<file path="src/rtl/decode_stage_if.sv">
// Fetch-side and execute-side handshake bundle for decode_stage.
// The decode stage uses the slave modport; the fetch/execute environment uses master.
interface decode_stage_if #(
  parameter int XLEN = 32,
  parameter int AW   = 5
);
  logic            if_valid;
  logic            if_ready;
  logic [31:0]     if_instr;
  logic [XLEN-1:0] if_pc;

  logic            ex_valid;
  logic            ex_ready;
  logic [XLEN-1:0] ex_pc;
  logic [31:0]     ex_instr;
  logic [XLEN-1:0] ex_rs1_data;
  logic [XLEN-1:0] ex_rs2_data;
  logic [XLEN-1:0] ex_imm;
  logic [AW-1:0]   ex_rd_addr;
  logic            ex_is_load;
  logic            ex_illegal;

  modport slave (
    input  if_valid, if_instr, if_pc, ex_ready,
    output if_ready, ex_valid, ex_pc, ex_instr, ex_rs1_data, ex_rs2_data,
           ex_imm, ex_rd_addr, ex_is_load, ex_illegal
  );

  modport master (
    output if_valid, if_instr, if_pc, ex_ready,
    input  if_ready, ex_valid, ex_pc, ex_instr, ex_rs1_data, ex_rs2_data,
           ex_imm, ex_rd_addr, ex_is_load, ex_illegal
  );
endinterface

</file>
<file path="src/rtl/decode_stage.sv">
// RV32I decode stage: ID slot, register-file read, immediate decode, load-use bubble, flush.
// Define WB_BYPASS_EN to let same-cycle writeback data override register-file read data.
module decode_stage #(
  parameter int          XLEN      = 32,
  parameter int          AW        = 5,
  parameter logic [31:0] NOP_INSTR = 32'h0000_0013
) (
  input  logic            clk,
  input  logic            reset,
  input  logic            flush,
  decode_stage_if.slave   bus,
  output logic            rf_rd_en1,
  output logic            rf_rd_en2,
  output logic [AW-1:0]   rf_rd_addr1,
  output logic [AW-1:0]   rf_rd_addr2,
  input  logic [XLEN-1:0] rf_rd_data1,
  input  logic [XLEN-1:0] rf_rd_data2,
  input  logic            wb_wr_en,
  input  logic [AW-1:0]   wb_wr_addr,
  input  logic [XLEN-1:0] wb_wr_data
);

  localparam logic [6:0] OP_LUI    = 7'b0110111;
  localparam logic [6:0] OP_AUIPC  = 7'b0010111;
  localparam logic [6:0] OP_JAL    = 7'b1101111;
  localparam logic [6:0] OP_JALR   = 7'b1100111;
  localparam logic [6:0] OP_BRANCH = 7'b1100011;
  localparam logic [6:0] OP_LOAD   = 7'b0000011;
  localparam logic [6:0] OP_STORE  = 7'b0100011;
  localparam logic [6:0] OP_IMM    = 7'b0010011;
  localparam logic [6:0] OP_OP     = 7'b0110011;
  localparam logic [6:0] OP_MISC   = 7'b0001111;
  localparam logic [6:0] OP_SYSTEM = 7'b1110011;

  typedef enum logic [2:0] {IMM_NONE, IMM_I, IMM_S, IMM_B, IMM_U, IMM_J} imm_fmt_e;

  typedef struct packed {
    logic            valid;
    logic [XLEN-1:0] pc;
    logic [31:0]     instr;
    logic [XLEN-1:0] rs1_data;
    logic [XLEN-1:0] rs2_data;
    logic [XLEN-1:0] imm;
    logic [AW-1:0]   rd;
    logic            is_load;
    logic            illegal;
  } ex_slot_t;

  localparam ex_slot_t EX_BUBBLE = '{valid: 1'b0, pc: '0, instr: NOP_INSTR,
                                     rs1_data: '0, rs2_data: '0, imm: '0,
                                     rd: '0, is_load: 1'b0, illegal: 1'b0};

  logic            id_valid;
  logic [31:0]     id_instr;
  logic [XLEN-1:0] id_pc;
  ex_slot_t        ex_q;
  ex_slot_t        ex_d;

  logic [6:0]      opcode;
  logic [AW-1:0]   rs1, rs2, rd;
  logic            legal, uses_rs1, uses_rs2, is_load, no_wb;
  imm_fmt_e        imm_fmt;
  logic [31:12]    sign;
  logic [31:0]     imm32;
  logic [XLEN-1:0] op1, op2;
  logic            hazard, ex_free, id_adv, if_ready, accept;

  assign opcode = id_instr[6:0];
  assign rs1    = AW'(id_instr[19:15]);
  assign rs2    = AW'(id_instr[24:20]);
  assign rd     = AW'(id_instr[11:7]);
  assign sign   = {20{id_instr[31]}};

  // NOTE: every always_comb output gets a default before the case, so no path can infer a latch.
  always_comb begin
    legal    = 1'b1;
    uses_rs1 = 1'b1;
    uses_rs2 = 1'b0;
    imm_fmt  = IMM_NONE;
    case (opcode)
      OP_LUI, OP_AUIPC: begin uses_rs1 = 1'b0; imm_fmt = IMM_U; end
      OP_JAL:           begin uses_rs1 = 1'b0; imm_fmt = IMM_J; end
      OP_JALR, OP_LOAD, OP_IMM: imm_fmt = IMM_I;
      OP_BRANCH:        begin uses_rs2 = 1'b1; imm_fmt = IMM_B; end
      OP_STORE:         begin uses_rs2 = 1'b1; imm_fmt = IMM_S; end
      OP_OP:            uses_rs2 = 1'b1;
      OP_MISC, OP_SYSTEM: ;
      default:          legal = 1'b0;
    endcase
  end

  assign is_load = (opcode == OP_LOAD);
  assign no_wb   = (opcode == OP_BRANCH) || (opcode == OP_STORE) || !legal;

  always_comb begin
    imm32 = '0;
    case (imm_fmt)
      IMM_I: imm32 = {sign[31:12], id_instr[31:20]};
      IMM_S: imm32 = {sign[31:12], id_instr[31:25], id_instr[11:7]};
      IMM_B: imm32 = {sign[31:13], id_instr[31], id_instr[7], id_instr[30:25],
                      id_instr[11:8], 1'b0};
      IMM_U: imm32 = {id_instr[31:12], 12'b0};
      IMM_J: imm32 = {sign[31:21], id_instr[31], id_instr[19:12], id_instr[20],
                      id_instr[30:21], 1'b0};
      default: imm32 = '0;
    endcase
  end

  // x0 always reads as zero, whatever the register file returns.
  always_comb begin
`ifdef WB_BYPASS_EN
    op1 = (wb_wr_en && wb_wr_addr != '0 && wb_wr_addr == rs1) ? wb_wr_data : rf_rd_data1;
    op2 = (wb_wr_en && wb_wr_addr != '0 && wb_wr_addr == rs2) ? wb_wr_data : rf_rd_data2;
`else
    op1 = rf_rd_data1;
    op2 = rf_rd_data2;
`endif
    if (rs1 == '0) op1 = '0;
    if (rs2 == '0) op2 = '0;
  end

`ifndef WB_BYPASS_EN
  logic unused_wb;
  assign unused_wb = ^{wb_wr_en, wb_wr_addr, wb_wr_data};
`endif

  assign rf_rd_en1   = id_valid && uses_rs1;
  assign rf_rd_en2   = id_valid && uses_rs2;
  assign rf_rd_addr1 = rs1;
  assign rf_rd_addr2 = rs2;

  // A load in EX whose result the ID instruction needs holds ID for one cycle.
  assign hazard  = ex_q.valid && ex_q.is_load && (ex_q.rd != '0) &&
                   ((uses_rs1 && rs1 == ex_q.rd) || (uses_rs2 && rs2 == ex_q.rd));
  assign ex_free = !ex_q.valid || bus.ex_ready;
  assign id_adv  = id_valid && !hazard && ex_free;
  assign if_ready = !flush && (!id_valid || id_adv);
  assign accept   = bus.if_valid && if_ready;

  always_comb begin
    ex_d          = EX_BUBBLE;
    ex_d.valid    = 1'b1;
    ex_d.pc       = id_pc;
    ex_d.instr    = id_instr;
    ex_d.rs1_data = op1;
    ex_d.rs2_data = op2;
    ex_d.imm      = XLEN'($signed(imm32));
    ex_d.rd       = no_wb ? '0 : rd;
    ex_d.is_load  = is_load;
    ex_d.illegal  = !legal;
  end

  // NOTE: state registers use non-blocking assignments so every slot samples pre-edge values.
  always_ff @(posedge clk or posedge reset) begin
    if (reset) begin
      id_valid <= 1'b0;
      id_instr <= NOP_INSTR;
      id_pc    <= '0;
      ex_q     <= EX_BUBBLE;
    end else if (flush) begin
      id_valid <= 1'b0;
      ex_q     <= EX_BUBBLE;
    end else begin
      if (accept) begin
        id_valid <= 1'b1;
        id_instr <= bus.if_instr;
        id_pc    <= bus.if_pc;
      end else if (id_adv) begin
        id_valid <= 1'b0;
      end
      if (ex_free) ex_q <= id_adv ? ex_d : EX_BUBBLE;
    end
  end

  assign bus.if_ready    = if_ready;
  assign bus.ex_valid    = ex_q.valid;
  assign bus.ex_pc       = ex_q.pc;
  assign bus.ex_instr    = ex_q.instr;
  assign bus.ex_rs1_data = ex_q.rs1_data;
  assign bus.ex_rs2_data = ex_q.rs2_data;
  assign bus.ex_imm      = ex_q.imm;
  assign bus.ex_rd_addr  = ex_q.rd;
  assign bus.ex_is_load  = ex_q.is_load;
  assign bus.ex_illegal  = ex_q.illegal;

endmodule
</file>
<file path="src/flat_wrapper.sv">
// flat-port wrapper written by rule: the top's interface ports become plain ports
module decode_stage_flat 
#(
  parameter int          XLEN      = 32,
  parameter int          AW        = 5,
  parameter logic [31:0] NOP_INSTR = 32'h0000_0013
)
  (clk, reset, flush, rf_rd_en1, rf_rd_en2, rf_rd_addr1, rf_rd_addr2, rf_rd_data1, rf_rd_data2, wb_wr_en, wb_wr_addr, wb_wr_data, bus_if_valid, bus_if_instr, bus_if_pc, bus_ex_ready, bus_if_ready, bus_ex_valid, bus_ex_pc, bus_ex_instr, bus_ex_rs1_data, bus_ex_rs2_data, bus_ex_imm, bus_ex_rd_addr, bus_ex_is_load, bus_ex_illegal);
  decode_stage_if #(.XLEN(XLEN), .AW(AW)) bus_i ();
  input  logic clk;
  input  logic reset;
  input  logic flush;
  output logic rf_rd_en1;
  output logic rf_rd_en2;
  output logic [AW-1:0] rf_rd_addr1;
  output logic [AW-1:0] rf_rd_addr2;
  input  logic [XLEN-1:0] rf_rd_data1;
  input  logic [XLEN-1:0] rf_rd_data2;
  input  logic wb_wr_en;
  input  logic [AW-1:0] wb_wr_addr;
  input  logic [XLEN-1:0] wb_wr_data;
  input wire logic [$bits(bus_i.if_valid)-1:0] bus_if_valid;
  input wire logic [$bits(bus_i.if_instr)-1:0] bus_if_instr;
  input wire logic [$bits(bus_i.if_pc)-1:0] bus_if_pc;
  input wire logic [$bits(bus_i.ex_ready)-1:0] bus_ex_ready;
  output wire logic [$bits(bus_i.if_ready)-1:0] bus_if_ready;
  output wire logic [$bits(bus_i.ex_valid)-1:0] bus_ex_valid;
  output wire logic [$bits(bus_i.ex_pc)-1:0] bus_ex_pc;
  output wire logic [$bits(bus_i.ex_instr)-1:0] bus_ex_instr;
  output wire logic [$bits(bus_i.ex_rs1_data)-1:0] bus_ex_rs1_data;
  output wire logic [$bits(bus_i.ex_rs2_data)-1:0] bus_ex_rs2_data;
  output wire logic [$bits(bus_i.ex_imm)-1:0] bus_ex_imm;
  output wire logic [$bits(bus_i.ex_rd_addr)-1:0] bus_ex_rd_addr;
  output wire logic [$bits(bus_i.ex_is_load)-1:0] bus_ex_is_load;
  output wire logic [$bits(bus_i.ex_illegal)-1:0] bus_ex_illegal;
  assign bus_i.if_valid = bus_if_valid;
  assign bus_i.if_instr = bus_if_instr;
  assign bus_i.if_pc = bus_if_pc;
  assign bus_i.ex_ready = bus_ex_ready;
  assign bus_if_ready = bus_i.if_ready;
  assign bus_ex_valid = bus_i.ex_valid;
  assign bus_ex_pc = bus_i.ex_pc;
  assign bus_ex_instr = bus_i.ex_instr;
  assign bus_ex_rs1_data = bus_i.ex_rs1_data;
  assign bus_ex_rs2_data = bus_i.ex_rs2_data;
  assign bus_ex_imm = bus_i.ex_imm;
  assign bus_ex_rd_addr = bus_i.ex_rd_addr;
  assign bus_ex_is_load = bus_i.ex_is_load;
  assign bus_ex_illegal = bus_i.ex_illegal;
  decode_stage #(.XLEN(XLEN), .AW(AW), .NOP_INSTR(NOP_INSTR)) u_core (.clk(clk), .reset(reset), .flush(flush), .bus(bus_i), .rf_rd_en1(rf_rd_en1), .rf_rd_en2(rf_rd_en2), .rf_rd_addr1(rf_rd_addr1), .rf_rd_addr2(rf_rd_addr2), .rf_rd_data1(rf_rd_data1), .rf_rd_data2(rf_rd_data2), .wb_wr_en(wb_wr_en), .wb_wr_addr(wb_wr_addr), .wb_wr_data(wb_wr_data));
endmodule
</file>
<file path="config.mk">
export PLATFORM = sky130hd
export DESIGN_NAME = decode_stage_flat
export DESIGN_NICKNAME = d
export VERILOG_FILES = /design/src/rtl/decode_stage_if.sv /design/src/rtl/decode_stage.sv /design/src/flat_wrapper.sv
export SDC_FILE = /design/constraint.sdc
export NUM_CORES = 1
export LEC_CHECK = 0
export ABC_AREA = 1
export ABC_CLOCK_PERIOD_IN_PS = 7330
export BUFFER_PORTS_ARGS = -buffer_cell sky130_fd_sc_hd__buf_2
export CORE_MARGIN = 1.5
export CORE_UTILIZATION = 40
export CTS_CLUSTER_SIZE = 30
export DETAILED_ROUTE_END_ITERATION = 16
export HOLD_SLACK_MARGIN = 0.12
export PLACE_DENSITY = 0.66
export SYNTH_ARGS = -nofsm -noshare
export SYNTH_HDL_FRONTEND = slang
export SYNTH_SLANG_ARGS = --single-unit
</file>
<file path="constraint.sdc">
create_clock -name clk -period 7.33 [get_ports clk]
set_input_delay 0.3665 -clock clk [delete_from_list [all_inputs] [get_ports clk]]
set_output_delay 0.3665 -clock clk [all_outputs]
set_load 0.02 [all_outputs]
</file>
==> impl_metrics.ini, run 1 <==
[run_status]
status = complete, no violations

[layout]
nets = 1721
syn_to_final_growth_pct = 38.2
drive_gt1_frac = 0.251
fin_cells = 1897
multi_input_comb_area_um2 = 3490
fillers = 2199
seq_area_um2 = 5840
final_util = 0.564

[grt]
overflow = 0
grt_pass1_vias = 9267
antenna_found_initial = 5
grt_max_degree = 109
gr-usage-all-layers = 0.242
grt_pass1_wl_mm = 50.0

[die]
dieHeight_um = 161
dieArea_um2 = 25800
ios = 352
core_area_um2 = 24300
die_width_um = 161
start_util = 0.408
rows = 57

[clock_network]
cts_max_path_buffers = 3
clk_latency_ns = 0.53
clk_pin_slew_ns = 0.06
numCtsBuffers = 27
root_buffer = clkbuf_16
cts_tree = built
htreeDepth = 1
cts.sinks = 233
ctsResizeCount = 0
post_cts_buffers = 0

[setup_path]
worstPathCellList = nand2_1 -> inv_1 -> nand3_1 -> nand2_1 -> inv_2 -> nand3_1 -> nand2_1 -> nand2_1 -> nand2_2 -> nand2_2 -> buf_4 -> nand3_2 -> buf_4 -> nand2_1 -> nand2_1
crit_type = flop to flop
path_common_cell = nand2_1
critPathTopFamily = simple AND/OR/NAND/NOR gates
cp-end-kind = flop
crit_arrival_ns = 4.05
max_stage_delay_ns = 0.56
path_buf_inv = 4
cp.depth = 15
path_max_fanout = 66
start_kind = flop
ff2ff_path_depth = 15
cp_slowest_cell = buf_4
critPathRequiredTime_ns = 7.73

[synthesis]
ys.flop_type = dfrtp_1
syn_area_per_cell_um2 = 8.58
synth_cell_types = 29
synth_seq_cells = 233
synthesis.nets = 1328
yosys_warnings = 0
synth_edf_count = 0
synthCells = 1157
async_flop_share = 1.00
syn_area_um2 = 9930
seq_area_frac_synth = 0.588

[power_and_ir_drop]
power_density_nw_per_um2 = 243
vdd_ir_drop_max_mv = 0.220
p_leak_nw = 7.92

[drt]
drt-total-wl_mm = 31.6
drc = 0
num_vias = 9507
drtAntennaViolNets = 0
routed_via_density = 5.01
first_pass_iters = 7
wire_per_inst_um = 16.7
drt_iter0_markers = 716

[placement]
routabilityCongestion = 0.877
hpwlAfterDp_mm = 20.0
dp_cells = 1721
portBuffers = 313

[sta]
hold_viol_final = 0
min_period_over_period = 0.497
slew_viol_final = 0
skew_ns = 0.0191
fmax_mhz = 274
tightest_slew_ns = 1.09
setup_tns_ns = 0
finalSetupViolCount = 0
grt_setup_unrepaired = false
period_needed_ns = 3.64
slew_headroom = 0.277

[worst_hold_path]
hold_class = primary input to flop
hold_path_depth = 3

[job]
maxCapViolations = 0
[worst register-to-register path, cell delays in order, from the launching register on]
cell	delay [ns]
dfstp_2	0.55
nand2_1	0.08
inv_1	0.10
nand3_1	0.25
nand2_1	0.45
inv_2	0.07
nand3_1	0.10
nand2_1	0.08
nand2_1	0.07
nand2_2	0.10
nand2_2	0.07
buf_4	0.56
nand3_2	0.35
buf_4	0.44
nand2_1	0.17
nand2_1	0.07
[state kept, by name, summed over array words and instances, names as in the netlist, 5 cells and up]
name                    cells
u_core.bus.ex_pc           32
u_core.id_pc               32
u_core.id_instr            32
u_core.bus.ex_rs1_data     32
u_core.bus.ex_rs2_data     32
u_core.bus.ex_instr        32
u_core.bus.ex_imm          32
u_core.bus.ex_rd_addr       5
[cell usage after synthesis (5+ instances only)]
cell type / n / share of area
a21oi_1: 13 / 0.0066
buf_2: 16 / 0.0081
buf_4: 18 / 0.014
buf_6: 9 / 0.010
clkbuf_1: 40 / 0.015
dfrtp_1: 227 / 0.57
dfstp_2: 6 / 0.016
inv_1: 26 / 0.0098
inv_2: 6 / 0.0023
nand2_1: 534 / 0.20
nand2_2: 5 / 0.0032
nand3_1: 125 / 0.063
nand4_1: 65 / 0.041
nor2_1: 18 / 0.0068
nor3_1: 5 / 0.0025
o21ai_0: 18 / 0.0091
o21ai_1: 5 / 0.0025
xor2_1: 5 / 0.0044
[final timing paths]
| check | start | end | slack [ns] |
|---|---|---|---|
| worst max-delay path | u_core.id_instr[0] | u_core.id_pc[19] | 3.69 |
| worst min-delay path | rf_rd_data2[7] | u_core.bus.ex_rs2_data[7] | 0.13 |
| worst max register to register | u_core.id_instr[0] | u_core.id_pc[19] | 3.69 |
| worst min register to register | u_core.id_pc[21] | u_core.bus.ex_pc[21] | 0.47 |
| max in group asynchronous | reset | u_core.bus.ex_rd_addr[0] | 5.38 |
| min in group asynchronous | reset | u_core.bus.ex_pc[30] | 0.51 |
[repair_timing]
action,4_1_cts,5_1_grt
setup endpoints to repair,0,0
endpoints found under the hold margin,225,0
hold buffers,124,0
[cells by family after synthesis]
kind of cell           share of synthesized area
AND/OR/NAND/NOR                            0.322
flip-flops                                 0.588
buffers and inverters                     0.0602
AO/OA/AOI/OAI                             0.0232
XOR/XNOR                                 0.00618
[where the power goes]
| part | internal, mW | switching (mW) | total, mW |
|---|---|---|---|
| Clock | 0.887 | 0.540 | 1.43 |
| Sequential | 1.38 | 0.0858 | 1.47 |
| Combinational | 0.158 | 0.280 | 0.438 |
| Total | 2.43 | 0.906 | 3.33 |
[stage by stage]
stage / setup WS, ns / hold slack [ns] / power, mW / cell area [µm²]
final: 3.69 / 0.131 / 3.33 / 13700
after detailed placement: 3.72 / 0.456 / 1.87 / 11500
after CTS: 3.71 / 0.127 / 3.36 / 13700
after global routing: 3.43 / 0.121 / 3.47 / 13700
after global placement: 3.78 / 0.451 / 1.86 / 11500
after floorplan: 0.584 / 0.430 / 1.72 / 9930
[final cells by class]
| cell class | count | area share |
|---|---|---|
| clock buffers | 32 | 0.0535 |
| multi-input cells | 806 | 0.254 |
| diodes | 5 | 0.000912 |
| inverters | 34 | 0.0101 |
| clock inverters | 15 | 0.0152 |
| well taps | 324 | 0.0295 |
| repair buffers | 448 | 0.211 |
| flip-flops and latches | 233 | 0.426 |
[per-layer routing]
metal	GRT usage	up-vias	share of wire
li1	-	4519	-
met1	0.315	4566	0.42
met3	0.0550	58	0.078
met5	0	-	0.00032
met4	0.0731	2	0.027
met2	0.404	362	0.47
[cell usage in the layout (no fill, tap or decap), drive strengths merged, types with 6 or more instances in the layout]
| master | instances |
|---|---|
| nand2 | 539 |
| buf | 324 |
| dfrtp | 227 |
| nand3 | 126 |
| dlygate4sd3 | 124 |
| nand4 | 65 |
| inv | 33 |
| clkbuf | 32 |
| o21ai | 23 |
| nor2 | 20 |
| a21oi | 13 |
| clkinv | 10 |
| dfstp | 6 |
No activity file was read; power rests on OpenSTA's default activity.
==> run 2, diff against run 1 <==
Settings changed: ABC_CLOCK_PERIOD_IN_PS 7330 to 3570.
Clock period 7.33 ns to 3.57 ns, I/O delays scaled along.
==> impl_metrics.ini, run 2 (synthesis gave the netlist of run 1 again) <==
[run_status]
status = complete, no violations

[layout]
drive_gt1_frac = 0.248
final_common_cell = nand2_1
syn_to_final_growth_pct = 39.3
design_area_um2 = 13800
nets = 1733
final_util = 0.568
layout_common_cells = 534 x nand2_1, 313 x buf_2, 227 x dfrtp_1

[placement]
hpwlAfterDp_mm = 20.4
postPlaceCellArea_um2 = 11600
routabilityCongestion = 0.850
post-place-ws_ns = 1.01
portBuffers = 313

[grt]
antenna_found_initial = 4
overflow = 0
gr-usage-all-layers = 0.246
grt_max_degree = 171
grt_pass1_wl_mm = 50.8
grt_pass1_vias = 9357

[die]
start_util = 0.408
ios = 352
core_area_um2 = 24300
rows = 57
dieHeight_um = 161
dieArea_um2 = 25800
die_width_um = 161

[clock_network]
cts_tree = built
root_buffer = clkbuf_16
ctsHoldBuffers = 130
post_cts_buffers = 0
clk_pin_slew_ns = 0.06
cts_max_path_buffers = 3
numCtsBuffers = 26
cts.sinks = 233
htreeDepth = 1
ctsResizeCount = 0
clk_latency_ns = 0.53

[power_and_ir_drop]
p_leak_nw = 7.96
vdd_ir_drop_max_mv = 0.438
power_density_nw_per_um2 = 491

[drt]
drt_iter0_markers = 750
drtAntennaViolNets = 0
wire_per_inst_um = 16.7
num_vias = 9470
drc = 0
routed_via_density = 4.96
first_pass_iters = 5
drt-total-wl_mm = 31.9

[sta]
min_period_over_period = 0.740
slew_headroom = 0.274
holdWs_ns = 0.233
skew_ns = 0.00935
hold_viol_final = 0
worst_slack_ns = 0.927
slew_viol_final = 0
finalSetupViolCount = 0
tightest_slew_ns = 1.09
setup_tns_ns = 0
period_needed_ns = 2.64
grt_setup_unrepaired = false
fmax_mhz = 378

[setup_path]
cp-end-kind = flop
path_common_cell = nand2_1
worstPathCellList = inv_2 -> nor2_1 -> nand3_1 -> nand2_1 -> inv_2 -> nand3_1 -> nand2_1 -> nand2_1 -> nand2_2 -> nand2_2 -> nand3_2 -> buf_4 -> nand2_1 -> nand2_1
start_kind = flop
critPathRequiredTime_ns = 3.97
path_max_fanout = 38
crit_arrival_ns = 3.05
cp_slowest_cell = dfstp_2
max_stage_delay_ns = 0.56
crit_type = flop to flop

[worst_hold_path]
hold_class = primary input to flop

[job]
maxCapViolations = 0
-- run 2: critical path, delay by kind of cell, from the launching register on --
kind	cells	cell delay [ns]
buffers and inverters	3	0.42
flip-flops	1	0.56
AND/OR/NAND/NOR	11	1.51
-- run 2: report_power, final --
| part | switching (mW) | internal, mW |
|---|---|---|
| registers | 0.182 | 2.83 |
| clock network | 1.07 | 1.80 |
| logic | 0.577 | 0.336 |
| total | 1.82 | 4.97 |
-- run 2: worst paths after layout --
path	from	endpoint	slack, ns	cells past startpoint
max in group asynchronous	reset	u_core.bus.ex_pc[23]	2.26	4
max reg2reg	u_core.id_instr[4]	u_core.id_pc[26]	0.93	14
max	u_core.id_instr[4]	u_core.id_pc[26]	0.93	14
min	bus_if_valid	u_core.id_pc[22]	0.23	3
min reg2reg	u_core.id_pc[20]	u_core.bus.ex_pc[20]	0.46	2
min in group asynchronous	reset	u_core.bus.ex_rs1_data[16]	0.39	4
-- run 2: per-stage QoR --
stage	total power, mW	std cells
6_report	6.79	1908
5_1_grt	7.09	1908
4_1_cts	6.85	1906
3_5_place_dp	3.86	1728
3_3_place_gp	3.84	1728
2_1_floorplan	3.53	1157
-- run 2: area by class of cell --
class | instances | area [µm²]
Fill cell | 2195 | 10500
Clock inverter | 6 | 130
Inverter | 34 | 135
Sequential cell | 233 | 5840
Multi-Input combinational cell | 806 | 3490
Tap cell | 324 | 405
Antenna cell | 2 | 5.00
Clock buffer | 42 | 792
Timing Repair Buffer | 461 | 3030
-- run 2: routing by layer --
metal	wire length (µm)	share of wire	global-route usage	vias up
met2	15000	0.47	0.408	374
met3	2440	0.077	0.0586	67
met4	860	0.027	0.0722	4
li1	-	-	-	4531
met5	23	0.00072	0	-
met1	13600	0.43	0.321	4494
